$ cat src/rtl/spi_link_core_if.sv
// Pin-side bundle for spi_link_core: serial MOSI/cs in, MISO echo out, lds word, rdy/dn/start handshake.
// The core sits on the slave modport; the pin/driver side uses the master modport.
interface spi_link_core_if;
    logic       MOSI;
    logic       cs;
    logic       rdy;
    logic       dn;
    logic       MISO;
    logic [3:0] lds;
    logic       start;

    modport master (
        output MOSI,
        output cs,
        output rdy,
        output dn,
        input  MISO,
        input  lds,
        input  start
    );

    modport slave (
        input  MOSI,
        input  cs,
        input  rdy,
        input  dn,
        output MISO,
        output lds,
        output start
    );
endinterface

$ cat src/rtl/spi_link_core.sv
// spi_link_core: cs-gated MOSI shifted MSB-first into lds, MISO echo, rdy/dn start handshake.
// Latency: MISO/lds[0]/start 1 clk, lds[3] 4 clk; no backpressure, every edge shifts.
module spi_link_core (
    input  logic                 clk,
    input  logic                 rst,
    spi_link_core_if.slave       bus
);

    typedef enum logic {
        IDLE = 1'b0,
        RUN  = 1'b1
    } hs_state_t;

    hs_state_t  state;
    hs_state_t  state_nxt;
    logic       mosi_g;
    logic [3:0] lds_q;
    logic       miso_q;

    // While deselected the datapath sees zeros, so lds drains within 4 edges.
    assign mosi_g = ~bus.cs & bus.MOSI;

    always_ff @(posedge clk) begin
        if (rst) begin
            lds_q  <= 4'b0000;
            miso_q <= 1'b0;
        end else begin
            lds_q  <= {lds_q[2:0], mosi_g};
            miso_q <= mosi_g;
        end
    end

    always_ff @(posedge clk) begin
        if (rst) begin
            state <= IDLE;
        end else begin
            state <= state_nxt;
        end
    end

    // rdy is only looked at in IDLE and dn only in RUN, so rdy wins when both arrive in IDLE.
    always_comb begin
        state_nxt = state;
        case (state)
            IDLE: if (bus.rdy) state_nxt = RUN;
            RUN:  if (bus.dn)  state_nxt = IDLE;
            default: state_nxt = IDLE;
        endcase
    end

    assign bus.lds   = lds_q;
    assign bus.MISO  = miso_q;
    assign bus.start = (state == RUN);

endmodule

$ cat src/flat_wrapper.sv
// flat-port wrapper written by rule: the top's interface ports become plain ports
module spi_link_core_flat 
  (clk, rst, bus_MOSI, bus_cs, bus_rdy, bus_dn, bus_MISO, bus_lds, bus_start);
  spi_link_core_if bus_i ();
  input  logic clk;
  input  logic rst;
  input wire logic [$bits(bus_i.MOSI)-1:0] bus_MOSI;
  input wire logic [$bits(bus_i.cs)-1:0] bus_cs;
  input wire logic [$bits(bus_i.rdy)-1:0] bus_rdy;
  input wire logic [$bits(bus_i.dn)-1:0] bus_dn;
  output wire logic [$bits(bus_i.MISO)-1:0] bus_MISO;
  output wire logic [$bits(bus_i.lds)-1:0] bus_lds;
  output wire logic [$bits(bus_i.start)-1:0] bus_start;
  assign bus_i.MOSI = bus_MOSI;
  assign bus_i.cs = bus_cs;
  assign bus_i.rdy = bus_rdy;
  assign bus_i.dn = bus_dn;
  assign bus_MISO = bus_i.MISO;
  assign bus_lds = bus_i.lds;
  assign bus_start = bus_i.start;
  spi_link_core u_core (.clk(clk), .rst(rst), .bus(bus_i));
endmodule
$ cat config.mk
export PLATFORM = sky130hd
export DESIGN_NAME = spi_link_core_flat
export DESIGN_NICKNAME = d
export VERILOG_FILES = /design/src/rtl/spi_link_core_if.sv /design/src/rtl/spi_link_core.sv /design/src/flat_wrapper.sv
export SDC_FILE = /design/constraint.sdc
export NUM_CORES = 1
export LEC_CHECK = 0
export ABC_AREA = 1
export CELL_PAD_IN_SITES_DETAIL_PLACEMENT = 0
export CELL_PAD_IN_SITES_GLOBAL_PLACEMENT = 1
export CORE_AREA = 4 4 41 43
export CTS_BUF_LIST = sky130_fd_sc_hd__clkbuf_16
export DETAILED_ROUTE_END_ITERATION = 12
export DIE_AREA = 0 0 45 47
export PLACE_DENSITY_LB_ADDON = 0.15
export SLEW_MARGIN = 20
export SYNTH_ARGS = -nofsm -noshare
export SYNTH_HDL_FRONTEND = slang
export SYNTH_SLANG_ARGS = --single-unit
export TNS_END_PERCENT = 50
$ cat constraint.sdc
create_clock -name clk -period 0.8 [get_ports clk]
set_input_delay 0.12 -clock clk [delete_from_list [all_inputs] [get_ports clk]]
set_output_delay 0.12 -clock clk [all_outputs]
set_load 0.02 [all_outputs]
# == Yosys cells after proc, flatten, opt, wreduce, memory -nomap -nowiden ==
# Index checks and enable logic that the tools add are counted.
# totals
regBits,6
in_bits,6
word_cells,9
# op_classes
mux,3
n_bitwise,3
# ops
cell,n
1-bit two-way mux,2
1-bit inverter,2
1-bit one-hot mux with 2 select lines,1
1-bit AND,1

# == Logic depth before layout (Yosys ltp) ==
# depth
word_depth,2
depth_mapped,3

# == Worst setup path after synthesis ==
# Ideal clock, no wire load.
# synth_path
path_kind,flip-flop to output port
startpoint,register u_core.lds_q[0] (netlist: u_core.bus.lds[0])
endpoint,output bus_lds[0]
t_arrival_ns,0.616
setup_slack_ns,0.064
path_stages_with_launch,2
path_cell_list,dfxtp_1 -> buf_4
# synth_rtl
item,line,source
from (decl),spi_link_core.sv:17,logic [3:0] lds_q;
from (signal assigned),spi_link_core.sv:28,"lds_q <= {lds_q[2:0], mosi_g};"
to (decl),flat_wrapper.sv:12,output wire logic [$bits(bus_i.lds)-1:0] bus_lds;
# No word-level cell between the ends.

# == Worst setup path in the final report ==
# layout_path
startpoint,register u_core.lds_q[0] (netlist: u_core.bus.lds[0])
endpoint,output bus_lds[0]
# No word-level cell between the ends.

==> qor.yml <==
critical_path.top_delay_family: "flip-flops"
wire_per_inst_um: 7.67
yosys.area_share.simple_pct: 24.0
cp_slowest_cell: "dfxtp_2"
wirelength_met1_um: 138
die_h_um: 47
io_buffers: 11
synth.distinct_cells: 7
nFillCells: 142
synth_xor_area_share_pct: 0
synth_nets: 25
start_kind: "flip-flop"
vias: 151
required_ns: 0.68
timing.hold.ws_ns: 0.422
met2_length_um: 174
cts.clk_slew.worst_paths_ns: 0.03
synth_top_area_share_pct: 62.0
clockBufferDepth: 2
diodes: 0
setup_slack_ns: -0.00562
cts_tree: "built"
cts_root_buf: "clkbuf_16"
rrSetupSlack_ns: 0.10
dr_wl_met3_um: 63
criticalPathCategory: "flip-flop to output port"
r2r_end: "u_core.bus.start$_SDFF_PP0_"
crit_start: "u_core.bus.lds[0]$_SDFF_PP0_"
crit_end: "bus_lds[0]"
synth_top_family_by_area: "simple AND/OR/NAND/NOR gates"
postCtsSetupBuffers: 0
drv_cap: 0
die_w_um: 45
grt_max_degree: 5
power_mw: 1.17
fin_skew_ns: 0.0000427
cts_inserted_buffers: 3
cp_slowest_stage_delay_ns: 0.34
num_rows: 13
drtIter0Drc: 0
fin_crit_sh_pct: 101
core_area_um2: 1300
synth-seq-area-share_pct: 62.0
insertion_delay_ns: 0.23
highest_layer: "met3"
yosysWarnings: 0
htreeDepth: 1
peakVddDrop_mv: 1.17
antenna_found_initial: 0
power_density_nw_per_um2: 3060
cts_hold_buf: 0
wirelength_um: 376
multi_input_area_um2: 38.8
cp.arrival_ns: 0.69
yosys-top-cells-area: "dfxtp_1 (62%), nor2_1 (9.3%), nor2_2 (7.8%)"
hold_violations: 0
dp_slack_ns: -0.258
violations: "negative setup slack"
period_needed_ns: 0.806
yosys.area_share.adder_pct: 0
grt_pass1_wl_um: 572
synth_edf_count: 0
tightest_slew_ns: 0.176
synth-async-reset-ratio_pct: 0
ys.flop_type: "dfxtp_1"
worst-path-buf-inv: 1
grt_overflow: 0
status: "complete, but fails checks"
cts_sinks: 5
timing.slew.headroom_pct: 88.2
p_leak_nw: 0.172
reg2reg_depth: 3
initial_core_util_pct: 12.4
drt_pass1_iterations: 1
synth_commonest_cells: "dfxtp_1 (5), nor2_1 (4), inv_1 (3), nand2_1 (3), nor2_2 (2)"
grt_pass1_vias: 148
drive_gt1_share_pct: 55.9
gp_congestion: 0.598
final-seq-area_um2: 106
r2r_start: "u_core.bus.start$_SDFF_PP0_"
nNetsFinal: 41
ant_nets: 0
synth-compound-area-share_pct: 0
avgViaCountPerCell: 3.08
final_area_um2: 384
finalSetupViolCount: 2
hpwl_um: 291
ios: 12
synthToLayoutAreaGrowth_pct: 138
yosysTopAreaCell: "dfxtp_1"
die_area_um2: 2120
crit_path_max_fanout: 3
drc: 0
ys_ff_latch: 5
crit_path_cell_trace: "buf_6"
placed_cell_area_um2: 290
hold_class: "flip-flop to flip-flop"
slew_viol_final: 0
grt_usage_pct: 4.74
path_depth: 1
syn_area_um2: 161
yosysMostFrequentCell: "dfxtp_1"
fin_util_pct: 29.5
synthCells: 19
fmax_mhz: 1240
rsz0062_at_grt: "yes"
avgSynthCellArea_um2: 8.50
end_kind: "output port"
muxShareOfSynthArea_pct: 0
stage by stage:
stage | std cells | setup TNS (ns)
3_3_place_gp | 45 | -1.87
5_1_grt | 49 | -0.0499
6_report | 49 | -0.0101
4_1_cts | 49 | -0.0229
3_5_place_dp | 45 | -1.84
2_1_floorplan | 19 | 0
report_power, final:
part	leakage (nW)	internal, mW	switching (mW)
Combinational	0.0881	0.0512	0.0337
Sequential	0.0429	0.261	0.00603
Clock	0.0409	0.653	0.169
Total	0.172	0.966	0.209
layer usage:
| metal | track usage, % | vias to the layer above |
|---|---|---|
| met5 | 0 | - |
| met4 | 7.02 | 0 |
| met3 | 4.98 | 0 |
| met2 | 5.65 | 9 |
| met1 | 3.40 | 61 |
| li1 | - | 81 |
worst min path at each step:
stage	start	to	slack, ns	depth (start not counted)
6_report	u_core.bus.lds[2]$_SDFF_PP0_	u_core.bus.lds[3]$_SDFF_PP0_	0.42	2
5_1_grt	u_core.bus.lds[1]$_SDFF_PP0_	u_core.bus.lds[2]$_SDFF_PP0_	0.43	2
4_1_cts	bus_cs	u_core.bus.lds[0]$_SDFF_PP0_	0.43	2
3_5_place_dp	u_core.bus.lds[2]$_SDFF_PP0_	u_core.bus.lds[3]$_SDFF_PP0_	0.41	2
3_3_place_gp	u_core.bus.lds[1]$_SDFF_PP0_	u_core.bus.lds[2]$_SDFF_PP0_	0.41	2
2_1_floorplan	bus_cs	u_core.bus.lds[0]$_SDFF_PP0_	0.19	1
layout by cell type, fill, tap and decap left out:
cell             n
nand2_1          3
clkinv_2         1
clkbuf_16        3
buf_6            6
nor2_2           2
inv_1            3
clkdlybuf4s50_1  5
buf_4            1
inv_2            1
dfxtp_2          5
nor2_1           4
cells by family after synthesis:
kind of cell,Yosys count
buf+inv,5
flops,5
simple gates,9
state kept, by name, indices dropped and copies added (netlist names):
| name | count |
|---|---|
| u_core.bus.lds | 4 |
| u_core.bus.start | 1 |
timing repair:
item | in CTS | in global routing
gates resized for setup | 38 | 3
pin swaps | 0 | 0
endpoints found under the setup margin | 6 | 3
area by class of cell:
type,count,area share (%)
sequential,5,27.7
clock buffer,3,19.5
timing repair buffer,12,32.6
inverter,4,3.91
tap,15,4.89
multi-input combinational,9,10.1
clock inverter,1,1.30
Power figures use the tool's default switching activity.
==> RTL change, RTL diff (config.mk and constraints unchanged) <==
Make the reset (`rst`) asynchronous in 2 clocked blocks.
--- a/src/rtl/spi_link_core.sv
+++ b/src/rtl/spi_link_core.sv
@@ -21,5 +21,5 @@
     assign mosi_g = ~bus.cs & bus.MOSI;
 
-    always_ff @(posedge clk) begin
+    always_ff @(posedge clk or posedge rst) begin
         if (rst) begin
             lds_q  <= 4'b0000;
@@ -31,5 +31,5 @@
     end
 
-    always_ff @(posedge clk) begin
+    always_ff @(posedge clk or posedge rst) begin
         if (rst) begin
             state <= IDLE;
Check against the original RTL: differs if rst is asserted again (counterexample within 4 cycles, from zero or initial values and one cycle with rst high); with rst held inactive, the same outputs for 10 cycles.
==> RTL change against the unedited design <==
  * The run still ends with setup timing left
  * Design area fell by 8.1%
  * Sequential share of layout area is 7.8 points higher
  * Register-to-register slack worse by 0.02 ns
  * Sequential power is 6% higher
  * Fmax down 9.5%
  * Total power grew 1.8%
  * First-iteration DRC count is the same
  * Wire length is the same
  * Worst setup slack got worse by 0.085 ns
  * Synthesized area is 0.78% higher
  * Sequential cell count unchanged
  * Clock power fell by 2.7%
  * Highest routed layer is now met4
==> RTL change: results (changes against the unedited design) <==
metric,value,unit,change
status,"finished, violations left",,
failing checks,setup timing,,
"top cells by area, synth","dfrtp_1 77%, inv_1 9.2%, nand2_1 6.9%",,
worst vdd ir,1.27,mV,+8.8%
slew at the pin closest to its max-slew limit,0.190,ns,+0.0140 ns
largest net degree at the start of global routing,6,,+1
register area share after synthesis,76.9,%,+15 points
Yosys cell types,5,,-2
first-pass GRT wire length,565,microns,-1.2%
wire length on met3,83,microns,+32%
FF-to-FF End,u_core.bus.start,,
LEAKAGE,0.193,nW,+12%
post-DP HPWL,261,microns,-10%
GRT met1 Usage,3.93,%,+0.52 points
fraction of area in multi-input gates,4.26,%,-5.8 points
total track usage,4.92,%,+0.19 points
Switch Pwr,0.000216,W,+3.6%
Worst path slowest cell,dfrtp_1,,
Final Setup Violations,6,,+4
placed cell count,39,,-13%
RD Place Congestion,0.610,,+2.0%
Post-CTS Resized,26,,-32%
total number of vias,145,,-4.0%
setup bufs post-CTS,1,,+1
worst min path class,input port to asynchronous set/reset pin,,
placed cell areas,284,sq um,-2.2%
Data buffer area share,28.4,%,-4.2 points
sequential portion of the cell area,35.5,%,+7.8 points
highest metal used,met4,,
ClkCell Share,22.3,%,+1.5 points
fillers,140,,-1.4%
Critical R2R Launch,u_core.bus.start,,
GR Util met2,5.08,%,-0.56 points
asr flop ratio synth,100,%,+100 points
met2 WL post-DR,158,microns,-9.2%
internal reg-to-reg setup slack,0.08,ns,-0.02 ns
synthesized net count,20,,-20%
Metal-1 WL,120,microns,-13%
met3 Use GR,6.90,%,+1.9 points
fin worst setup slack,-0.0904,ns,-0.0847 ns
RTL change: changes by cell type after synthesis, sizes merged:
cell	unedited run	this run
dfrtp	0	5
dfxtp	5	0
nor2	6	1
RTL change: cells by family (layout without fill, tap and decap cells):
kind of cell           count (synthesis)  in the layout  share of synthesized area, %
buffers and inverters                  5             20                          13.8
DFF                                    5              5                          76.9
and+or+nand+nor                        4              4                          9.23
RTL change: through the flow:
step	total power (W)	setup TNS, ns	hold slack (ns)	util (%)
floorplan	0.000331	0	-0.101	-
global placement	0.000396	-1.54	0.333	21.8
detailed placement	0.000397	-1.57	0.338	21.8
CTS	0.00122	-0.464	0.106	26.6
global route	0.00126	-0.581	0.132	27.1
finish	0.00120	-0.401	0.0978	27.1
RTL change: power groups by stage:
stage               registers (W)  logic [W]  clock network, W
CTS                      0.000282   0.000113          0.000820
global route             0.000285   0.000123          0.000852
finish                   0.000282   0.000114          0.000800
floorplan                0.000308  0.0000229                 0
global placement         0.000285   0.000111                 0
detailed placement       0.000286   0.000111                 0
